## config.mk

```make
export PLATFORM = sky130hd
export DESIGN_NAME = piso_shift_tx
export DESIGN_NICKNAME = d
export VERILOG_FILES = /design/src/rtl/piso_shift_tx_pkg.sv /design/src/rtl/piso_shift_tx_bit_counter.sv /design/src/rtl/piso_shift_tx.sv
export SDC_FILE = /design/constraint.sdc
export NUM_CORES = 1
export LEC_CHECK = 0
export CORE_MARGIN = 10
export CORE_UTILIZATION = 49
export CTS_CLUSTER_SIZE = 10
export DETAILED_ROUTE_END_ITERATION = 6
export PLACE_DENSITY = 0.8
export SETUP_SLACK_MARGIN = 0.02
export SYNTH_ARGS = -nofsm -noshare
export SYNTH_HDL_FRONTEND = slang
export SYNTH_SLANG_ARGS = --single-unit
```

## constraint.sdc

```tcl
create_clock -name clk -period 3.9 [get_ports clk]
set_input_delay 0.78 -clock clk [delete_from_list [all_inputs] [get_ports clk]]
set_output_delay 0.78 -clock clk [all_outputs]
set_load 0.05 [all_outputs]
```

## src/rtl/piso_shift_tx_pkg.sv

```systemverilog
// Shared sequencing definitions for the serial shift blocks: FSM state
// encoding and the counter-width helper.
package piso_shift_tx_pkg;

    typedef enum logic {
        ST_IDLE  = 1'b0,
        ST_SHIFT = 1'b1
    } state_t;

    // Width of a counter that indexes n items; never narrower than one bit.
    function automatic int clog2_min1(input int n);
        return (n <= 1) ? 1 : $clog2(n);
    endfunction

endpackage

```

## src/rtl/piso_shift_tx_bit_counter.sv

```systemverilog
// Bit-position counter for a word in flight, with a registered terminal flag
// that is high while the last bit of the word is presented.
module piso_shift_tx_bit_counter
    import piso_shift_tx_pkg::*;
#(
    parameter int WIDTH = 8
) (
    input  logic clk,
    input  logic rst,
    input  logic clr,
    input  logic inc,
    output logic term
);

    localparam int CW = clog2_min1(WIDTH);
    localparam logic [CW-1:0] PENULT = CW'((WIDTH > 1) ? WIDTH - 2 : 0);

    logic [CW-1:0] cnt;

    // term is precomputed one step ahead so it is a flop output, and it drops
    // when the final bit is consumed so it never flags outside a word.
    always_ff @(posedge clk or negedge rst) begin
        if (!rst) begin
            cnt  <= '0;
            term <= 1'b0;
        end else if (clr) begin
            cnt  <= '0;
            term <= (WIDTH == 1);
        end else if (inc) begin
            cnt  <= term ? '0 : cnt + 1'b1;
            term <= (WIDTH > 1) && (cnt == PENULT);
        end
    end

endmodule

```

## src/rtl/piso_shift_tx.sv

```systemverilog
// Parallel-in serial-out transmitter: takes a word on valid/ready and shifts
// it out one bit per en tick with first/last framing strobes.
module piso_shift_tx
    import piso_shift_tx_pkg::*;
#(
    parameter int WIDTH     = 8,
    parameter bit LSB_FIRST = 1'b1
) (
    input  logic             clk,
    input  logic             rst,
    input  logic             en,
    input  logic             in_valid,
    input  logic [WIDTH-1:0] in_data,
    output logic             in_ready,
    output logic             sout,
    output logic             sout_valid,
    output logic             sout_first,
    output logic             sout_last,
    output logic             busy
);

    state_t           state, state_nxt;
    logic [WIDTH-1:0] shreg;
    logic             term;
    logic             load;
    logic             step;

    always_ff @(posedge clk or negedge rst) begin
        if (!rst) state <= ST_IDLE;
        else      state <= state_nxt;
    end

    // in_ready is gated by rst so nothing is offered while reset is held.
    always_comb begin
        state_nxt = state;
        in_ready  = 1'b0;
        step      = 1'b0;
        case (state)
            ST_IDLE: in_ready = rst;
            ST_SHIFT: begin
                step     = en;
                in_ready = rst & en & term;
                if (en && term && !in_valid) state_nxt = ST_IDLE;
            end
            default: state_nxt = ST_IDLE;
        endcase
        load = in_valid & in_ready;
        if (load) state_nxt = ST_SHIFT;
    end

    // Zero fill means the register is all zeros once the last bit leaves,
    // which keeps sout low whenever no word is in flight.
    always_ff @(posedge clk or negedge rst) begin
        if (!rst) begin
            shreg      <= '0;
            sout_first <= 1'b0;
        end else if (load) begin
            shreg      <= in_data;
            sout_first <= 1'b1;
        end else if (step) begin
            shreg      <= LSB_FIRST ? (shreg >> 1) : (shreg << 1);
            sout_first <= 1'b0;
        end
    end

    piso_shift_tx_bit_counter #(
        .WIDTH(WIDTH)
    ) u_cnt (
        .clk (clk),
        .rst (rst),
        .clr (load),
        .inc (step),
        .term(term)
    );

    assign sout       = LSB_FIRST ? shreg[0] : shreg[WIDTH-1];
    assign sout_valid = (state == ST_SHIFT);
    assign busy       = sout_valid;
    assign sout_last  = term;

endmodule

```

==> metrics.md <==
| Metric | Value |
|---|---|
| Flip-flop and latch count after synthesis | `14` |
| Clock Path Buffers | `2` |
| Fin. Hold Viols | `0` |
| RSZ-0062 raised after global routing | `false` |
| Hold Crit Depth | `1` |
| Worst Max-Slew Pin Slew | `0.499 ns` |
| Rows | `13` |
| Worst vdd ir | `0.315 mV` |
| Initial DRC count | `11` |
| PortBufs | `17` |
| Crit-path leading delay family | `buffers and inverters` |
| FF/Latch Area | `350 um^2` |
| Final weighted congestion of routability-driven global placement | `0.755` |
| EDFF count, synth | `0` |
| Worst stage delay on the critical path | `0.83 ns` |
| Cells after Synth | `58` |
| Post-CTS Hold Fix Bufs | `0` |
| # resized after CTS | `0` |
| CP endpoint kind | `output pin` |
| Reg2Reg Capture Point | `shreg[1]` |
| CP max-delay cell | `clkdlybuf4s50_1` |
| DR vias/cell | `5.19` |
| Synthesis-to-finish area growth | `30.3%` |
| Die ar. | `0.00333 mm^2` |
| Vias in the first global route | `548` |
| N_diodes | `0` |
| Finished Core Util | `69.0%` |
| WHS Endpoint | `sout_first` |
| R2r startpoint | `busy` |
| Final Net Count | `93` |
| Antenna Nets Post-Route | `0` |
| Total grt overflow | `0` |
| Relative slew slack | `66.6%` |
| Routed WL | `1.30 mm` |
| Placed cell areas | `873 um^2` |
| Fillers | `104` |
| Max-cap violations | `0` |
| Final Cell Area | `910 um^2` |
| Post-Synthesis Net Count | `72` |
| Kind of critical path | `input port to output pin` |
| CP Launch Type | `input port` |
| Die height | `57.7 um` |
| Asr flop ratio synth | `100%` |
| Antenna violations before repair | `0` |
| Vias | `483` |
| Clk slew on worst S/H paths | `0.09 ns` |
| Final min period | `3.20 ns` |
| Skew-Pair Late Insertion Delay | `0.27 ns` |
| HPWL Detailed | `990 um` |
| Fin Setup TNS | `0 ns` |
| DR WL/cell | `13.9 um` |
| Pleak | `0.423 nW` |
| Multi-input logic area | `312 um^2` |
| Avg Cell Area, Syn | `12.0 um^2` |
| Die X-Extent | `57.7 um` |
| Most Frequent Cell on Critical Path | `clkdlybuf4s50_1` |
| Crit path max fanout | `3` |
| Clock Skew | `0.00470 ns` |
| Setup Viol. Count Final | `0` |
| Yosys warns | `0` |
| Synth unique cells | `17` |
| CTS Sinks | `14` |
| Core ar. | `0.00132 mm^2` |
| Crit path cell chain | `clkdlybuf4s50_1 -> nand2_1 -> a21boi_0 -> clkdlybuf4s50_1` |
| DRC violations left | `0` |
| Crit share post-route | `82.1%` |
| # IOs | `18` |
| Max Slew Vio Count | `0` |
| CP required | `3.12 ns` |
| GR Util All Layers | `8.31%` |
| Main flop type after synthesis | `dfrtp_1` |
| HP Class | `register to register` |
| First-pass GRT wire length | `2.31 mm` |
| Starting density of the core | `53.0%` |
| Setup bufs post-CTS | `0` |
| Pwr/cell area | `581 mW/mm^2` |
| Max Clk Rate | `312 MHz` |
| Num CTS Buffers | `3` |
| Post-synthesis cell area | `698 um^2` |
| Pre-antenna DRT Iters | `4` |
| R2R cell count | `3` |
| Register-to-Register Setup Slack | `2.42 ns` |
| HP Start | `sout_first` |
| CTS tree | `yes` |
| CP bufs+invs | `2` |
| Status | `finished, final reports clean` |
| Root buf cell | `clkbuf_4` |
| Pin count of the biggest net entering global routing | `17` |
| Share of cells above drive strength 1 | `30.8%` |
| Worst Path Arrival | `2.42 ns` |
| H-tree Lvls | `1` |
| Part of the Yosys area used for sequential elements | `50.2%` |
## worst max-delay path by stage
stage                    end  start  slack [ns]  depth (start not counted)
floorplan           in_ready     en        1.10                          2
global placement    in_ready     en        0.72                          4
detailed placement  in_ready     en        0.68                          4
CTS                 in_ready     en        0.68                          4
global route        in_ready     en        0.57                          4
finish              in_ready     en        0.70                          4
## cells by family after synthesis
logic type	Yosys count	share of synthesized area, %
buffers and inverters	5	5.20
multiplexers	15	24.0
AO/OA/AOI/OAI	9	7.35
adder cells (fa/ha/maj)	2	3.58
AND/OR/NAND/NOR	13	9.68
flip-flops	14	50.2
## power breakdown
part           switching (mW)  internal [mW]
combinational           0.100          0.102
clock                  0.0457         0.0567
sequential             0.0322          0.192
total                   0.178          0.351
## area by class of cell
cell class | instances | area share [%]
repair buffers | 19 | 20.4
clock buffers | 4 | 3.99
well taps | 15 | 2.06
inverters | 2 | 0.825
multi-input cells | 39 | 34.3
flip-flops and latches | 14 | 38.5
## through the flow
stage | hold WS, ns | total power [mW] | cells | setup slack [ns]
2_1_floorplan | 0.484 | 0.374 | 58 | 1.10
5_1_grt | 0.513 | 0.572 | 93 | 0.572
3_3_place_gp | 0.472 | 0.427 | 89 | 0.723
4_1_cts | 0.503 | 0.536 | 93 | 0.676
3_5_place_dp | 0.477 | 0.433 | 89 | 0.675
6_report | 0.500 | 0.529 | 93 | 0.699
## flip-flops by register name, summed over array words and instances (netlist names)
register,cells
sout_first,1
u_cnt.cnt,3
busy,1
u_cnt.term,1
shreg,8
## worst register-to-register path, delay by kind of cell, from the launching register on
kind	cells	cell delay, ns
AND/OR/NAND/NOR	1	0.28
multiplexers	2	0.62
flip-flops	1	0.46
## layout by cell type, fill, tap and decap left out
cell type        count
a21boi_0             1
o21ai_0              2
a21o_2               1
nand2_2              1
nor2_1               1
nand4_1              1
ha_1                 2
dfrtp_1             14
clkbuf_8             1
clkbuf_4             3
clkdlybuf4s50_1     17
a21oi_1              5
nand2_1              7
mux2_2              14
buf_4                2
mux2i_1              1
inv_1                2
or3_2                2
or4b_1               1
## layer usage
| metal | up-vias | wire length (um) | global-route usage (%) |
|---|---|---|---|
| met4 | 0 | 9 | 3.02 |
| met5 | - | 0 | 0 |
| met3 | 2 | 119 | 4.14 |
| met1 | 221 | 583 | 8.84 |
| met2 | 18 | 582 | 13.8 |
| li1 | 242 | - | - |
## synthesized netlist by cell type (2+ instances only)
cell | n | area [um^2]
dfrtp_1 | 14 | 350
or3_2 | 2 | 15.0
a21oi_1 | 5 | 25.0
ha_1 | 2 | 25.0
nand2_1 | 7 | 26.3
buf_4 | 2 | 15.0
mux2_2 | 14 | 158
inv_1 | 2 | 7.51
o21ai_0 | 2 | 10.0
(Power assumes the default switching activity.)
